File: src/rtl/uart_tx_arbiter.sv
// Packet-level round-robin arbiter in front of a single uart_tx byte port.
// A grant is held until the last byte or MAX_BEATS handshakes, whichever comes first.
module uart_tx_arbiter #(
    parameter int NUM_REQ    = 4,
    parameter int DATA_WIDTH = 8,
    parameter int MAX_BEATS  = 16
) (
    input  logic                          clk,
    input  logic                          rst,
    input  logic [NUM_REQ-1:0]            req_valid,
    input  logic [NUM_REQ*DATA_WIDTH-1:0] req_data,
    input  logic [NUM_REQ-1:0]            req_last,
    output logic [NUM_REQ-1:0]            req_ready,
    output logic                          tx_valid,
    output logic [DATA_WIDTH-1:0]         tx_data,
    input  logic                          tx_ready,
    output logic                          busy,
    output logic [$clog2(NUM_REQ)-1:0]    grant_id
);

    localparam int IW = $clog2(NUM_REQ);
    localparam int BW = $clog2(MAX_BEATS + 1);

    typedef enum logic {IDLE, BUSY} state_t;

    state_t        state, state_n;
    logic [IW-1:0] rr_ptr, rr_n, grant_n, pick, g_next;
    logic [BW-1:0] beat_cnt, cnt_n;
    logic [IW:0]   idx;
    logic          any_req, g_valid, g_last, hs, done;

    // First requesting index at or above rr_ptr, wrapping modulo NUM_REQ.
    always_comb begin
        pick    = rr_ptr;
        any_req = 1'b0;
        idx     = '0;
        for (int k = 0; k < NUM_REQ; k++) begin
            idx = {1'b0, rr_ptr} + (IW+1)'(k);
            if (idx >= (IW+1)'(NUM_REQ))
                idx = idx - (IW+1)'(NUM_REQ);
            if (!any_req && req_valid[idx[IW-1:0]]) begin
                any_req = 1'b1;
                pick    = idx[IW-1:0];
            end
        end
    end

    always_comb begin
        g_valid = 1'b0;
        g_last  = 1'b0;
        tx_data = '0;
        for (int i = 0; i < NUM_REQ; i++) begin
            if (grant_id == IW'(i)) begin
                g_valid = req_valid[i];
                g_last  = req_last[i];
                tx_data = req_data[i*DATA_WIDTH +: DATA_WIDTH];
            end
        end
    end

    assign g_next = (grant_id == IW'(NUM_REQ - 1)) ? '0 : grant_id + IW'(1);

    always_comb begin
        state_n   = state;
        grant_n   = grant_id;
        rr_n      = rr_ptr;
        cnt_n     = beat_cnt;
        busy      = (state == BUSY);
        tx_valid  = 1'b0;
        req_ready = '0;
        hs        = 1'b0;
        done      = 1'b0;
        unique case (state)
            IDLE: begin
                if (any_req) begin
                    grant_n = pick;
                    cnt_n   = '0;
                    state_n = BUSY;
                end
            end
            BUSY: begin
                tx_valid = g_valid;
                for (int i = 0; i < NUM_REQ; i++)
                    req_ready[i] = (grant_id == IW'(i)) && tx_ready;
                hs   = g_valid && tx_ready;
                done = hs && (g_last || (beat_cnt + BW'(1) == BW'(MAX_BEATS)));
                if (hs)
                    cnt_n = beat_cnt + BW'(1);
                if (done) begin
                    state_n = IDLE;
                    rr_n    = g_next;
                end
            end
            default: state_n = IDLE;
        endcase
    end

    always_ff @(posedge clk) begin
        if (rst) begin
            state    <= IDLE;
            grant_id <= '0;
            rr_ptr   <= '0;
            beat_cnt <= '0;
        end else begin
            state    <= state_n;
            grant_id <= grant_n;
            rr_ptr   <= rr_n;
            beat_cnt <= cnt_n;
        end
    end

endmodule

File: config.mk
export PLATFORM = sky130hd
export DESIGN_NAME = uart_tx_arbiter
export DESIGN_NICKNAME = d
export VERILOG_FILES = /design/src/rtl/uart_tx_arbiter.sv
export SDC_FILE = /design/constraint.sdc
export NUM_CORES = 1
export LEC_CHECK = 0
export ABC_AREA = 1
export CORE_ASPECT_RATIO = 2
export CORE_MARGIN = 3
export CORE_UTILIZATION = 39
export CTS_CLUSTER_DIAMETER = 100
export DETAILED_ROUTE_END_ITERATION = 10
export HOLD_SLACK_MARGIN = 0.03
export PLACE_DENSITY = 0.88
export SKIP_CTS_REPAIR_TIMING = 1
export SYNTH_ARGS = -nofsm -noshare
export SYNTH_HDL_FRONTEND = slang
export SYNTH_SLANG_ARGS = --single-unit
File: constraint.sdc
create_clock -name clk -period 2.4 [get_ports clk]
set_clock_uncertainty 0.1 [all_clocks]
set_input_delay 0.24 -clock clk [delete_from_list [all_inputs] [get_ports clk]]
set_output_delay 0.24 -clock clk [all_outputs]
set_load 0.01 [all_outputs]
==> results.md <==
- The TritonCTS clock tree is built.
- Input and output buffers added on the ports amount to 58.
- For this run, asynchronously set or reset flops after synthesis account for 0%.
- By area the synthesized netlist is led by nand2_1 (19%), dfxtp_1 (18%), nand3_1 (7.7%).
- The total via count after detailed routing is between 1000 and 1500.
- The post-synth design cell area is around 1100 µm².
- The critical path class is reg2out.
- The run finished with clean final reports.
- The hold violation count in the final report is 0.
- For this configuration, the core starts out at a cell density of a little over two fifths.
- The post-placement cell area is 1710 µm².
- The power density of the placed cells is 467 nW/µm².
- The final setup violation count is 0.
- The top cell type's share of synthesized area is 18.8%.
- The predominant post-synthesis flop cell is dfxtp_1.
- The end of the worst register-to-register path is grant_id[1].
- The mean cell area of the mapped netlist is 6.08 µm².
- The number of buffers added by the clock tree synthesis step is 3.
- The height of the die is 81.1 µm.
- For the finished layout, the period the worst path requires is approximately 2.3 ns.
- The first global-routing pass estimated roughly 5.8 mm of wire.
- The share of the Yosys chip area taken by registers is a little under a fifth.
- The final-report max-slew violation count is 0.
- In this run the worst setup path terminates at tx_valid.
- The overall routing resource usage is 21.2%.
- The actual slew at the worst max-slew pin is approximately 0.38 ns.
- The minimum setup slack among reg-to-reg paths is ~0.55 ns.
- The via count of the first global-routing pass is approximately 1400.
- The deepest clock path buffer count is 2.
- The CTS H-tree depth is 1.
- The static leakage is around 0.84 nW.
- The first routing iteration left 13 violations.
- In this run the remaining antenna-violating nets after routing total 0.
- The HPWL after detailed placement is between 3 and 4 mm.
- The full die area is 3530 µm².
- In the final layout, the share of cells above drive strength 1 is about an eighth.
- The layout net count is between 200 and 300.
- The top achievable clock speed is about 440 MHz.
- Of all nets on the critical path, the largest fanout is 5.
- Counting flops with a built-in enable in the synthesized netlist gives 0.
- The detailed-route vias per instance is between 5 and 6.
- The clock latency reported for the late side of the worst-skew pair is around 0.24 ns.
- The critical path launch point is grant_id[1].
- The Yosys step of the flow raised 0 warnings.
- In this run, distinct cell masters in the synthesized netlist total 30.
- The count of cells along the worst register-to-register path is 9.
- The clock drives 10 sinks.
- The worst setup path is launched from a register.
- The number of placed I/O pins is 59.
- The overall power after layout is between 800 and 900 µW.
- The routability congestion estimate from global placement is ~0.85.
- By count the netlist is led by nand2_1 (55), nor2_1 (18), nand3_1 (17).
- After floorplanning, the core was divided into 26 placement rows.
- The number of nets in the synthesized netlist is 229.
- The residual DRC count is 0.
- Entering global routing, the biggest net connects 12 pins.
- The biggest area contributor in the post-synthesis netlist is nand2_1.
- The tool flagged a number of max-cap violations equal to 0.
- The iteration count of the initial detailed-routing pass is 4.
- The per-cell routed wire length is around 14 µm.
- Synthesis inferred 10 register bits.
- Dividing the final minimum period by the clock period gives approximately 94%.
- The worst hold path begins at beat_cnt[0].
- The initial antenna violation count came to 0.
- The worst setup path is captured at a primary output.
- Clock tree synthesis selected as its root buffer the cell clkbuf_8.
- The post-synthesis cell count is roughly 180.
- The maximum VDD drop is roughly 0.47 mV.
- The startpoint identified for the worst register-to-register timing path is rr_ptr[0].
- At the worst endpoint, the arrival time is about 1.9 ns.
- The min-delay analysis places its worst path in the category reg2reg.
- Relative to the synthesized area, the layout overhead comes to 65.4%.
- The number of antenna diodes is 0.
- The routed design has about 3.8 mm of wire.
- The total non-filler cell area in the finished layout is ~1800 µm².
- Headroom to the max-slew limit came out at 74.3%.
- The floorplan die width is between 40 and 50 µm.
- Global routing finished with a remaining overflow of 0.
- Data on the critical path is required at its endpoint by 2.06 ns.
- In the post-synthesis netlist, the cell with the most instances is nand2_1.
- Setup repair after global routing left no endpoint under its margin.
- After clock tree synthesis, the clock-pin slew on the worst setup and hold paths is 0.04 ns.
- The core region is ~2600 µm².
==> how the worst min path moves through the flow <==
| stage | endpoint | slack, ns | cells after the start |
|---|---|---|---|
| 3_3_place_gp | beat_cnt[0] | 0.37 | 1 |
| 4_1_cts | beat_cnt[0] | 0.39 | 1 |
| 5_1_grt | beat_cnt[0] | 0.41 | 1 |
| 6_report | beat_cnt[0] | 0.39 | 1 |
| 3_5_place_dp | beat_cnt[0] | 0.38 | 1 |
| 2_1_floorplan | beat_cnt[0] | 0.35 | 1 |
==> logic make-up after synthesis <==
family / after synthesis / synth area share (%)
and+or+nand+nor: 102 / 41.0
AOI/OAI and AO/OA: 35 / 22.2
buffers and inverters: 26 / 10.6
DFF: 10 / 18.2
adders and majority gates: 5 / 5.69
xor gates and xnor gates: 3 / 2.39
==> per-stage QoR <==
step / utilization (%) / cells / hold WS, ns / TNS [ns] / worst slack [ns]
5_1_grt: 69.0 / 269 / 0.410 / 0 / 0.00703
3_3_place_gp: 64.9 / 265 / 0.374 / 0 / 0.251
3_5_place_dp: 64.9 / 265 / 0.378 / 0 / 0.165
4_1_cts: 66.5 / 268 / 0.388 / -0.620 / -0.105
2_1_floorplan: - / 181 / 0.349 / 0 / 0.584
6_report: 69.0 / 269 / 0.389 / 0 / 0.134
==> registers in the layout, indices dropped and copies added (netlist names) <==
signal / flops
beat_cnt: 5
busy: 1
grant_id: 2
rr_ptr: 2
==> area by class of cell <==
cell class                 count  area, µm²
multi-input combinational    145        816
timing repair buffer          63        638
sequential                    10        201
inverter                      19       80.1
fill                         226        816
tap                           28       35.0
timing repair inverter         1       7.51
clock buffer                   3       41.3
==> worst max-delay path, cell delays in order, from the launching register on <==
cell and delay [ns]:
dfxtp_1 0.33, buf_4 0.14, ha_1 0.19, inv_1 0.12, or2_2 0.32, nand3_1 0.09
inv_1 0.04, clkdlybuf4s50_1 0.47
==> layout by cell type, fill, tap and decap left out, types with 2 or more instances in the layout <==
| cell type | n |
|---|---|
| nor2_1 | 18 |
| clkbuf_8 | 3 |
| a221oi_2 | 2 |
| xnor2_1 | 2 |
| nand3_1 | 16 |
| o21ai_1 | 3 |
| dlymetal6s2s_1 | 8 |
| nand3_2 | 2 |
| inv_4 | 2 |
| ha_1 | 4 |
| nand2_1 | 54 |
| a221oi_1 | 6 |
| inv_1 | 13 |
| inv_2 | 3 |
| nand2_2 | 6 |
| o31ai_1 | 8 |
| clkinvlp_4 | 2 |
| o21ai_0 | 4 |
| dfxtp_1 | 9 |
| nand3b_1 | 2 |
| clkdlybuf4s50_1 | 50 |
| a21oi_1 | 8 |
| buf_4 | 5 |
==> routing by layer <==
layer / track usage (%) / up-vias / share of wire [%]
li1: - / 727 / -
met1: 19.1 / 632 / 36
met2: 42.1 / 49 / 56
met3: 2.66 / 11 / 4.8
met4: 11.8 / 0 / 3.2
met5: 0 / - / 0
==> power breakdown <==
group / total (mW) / leakage [nW] / internal [mW] / switching [mW]
Combinational: 0.488 / 0.737 / 0.244 / 0.245
Clock: 0.172 / 0.0216 / 0.109 / 0.0625
Sequential: 0.190 / 0.0818 / 0.177 / 0.0130
Total: 0.850 / 0.841 / 0.530 / 0.320
(Power assumes the default switching activity.)
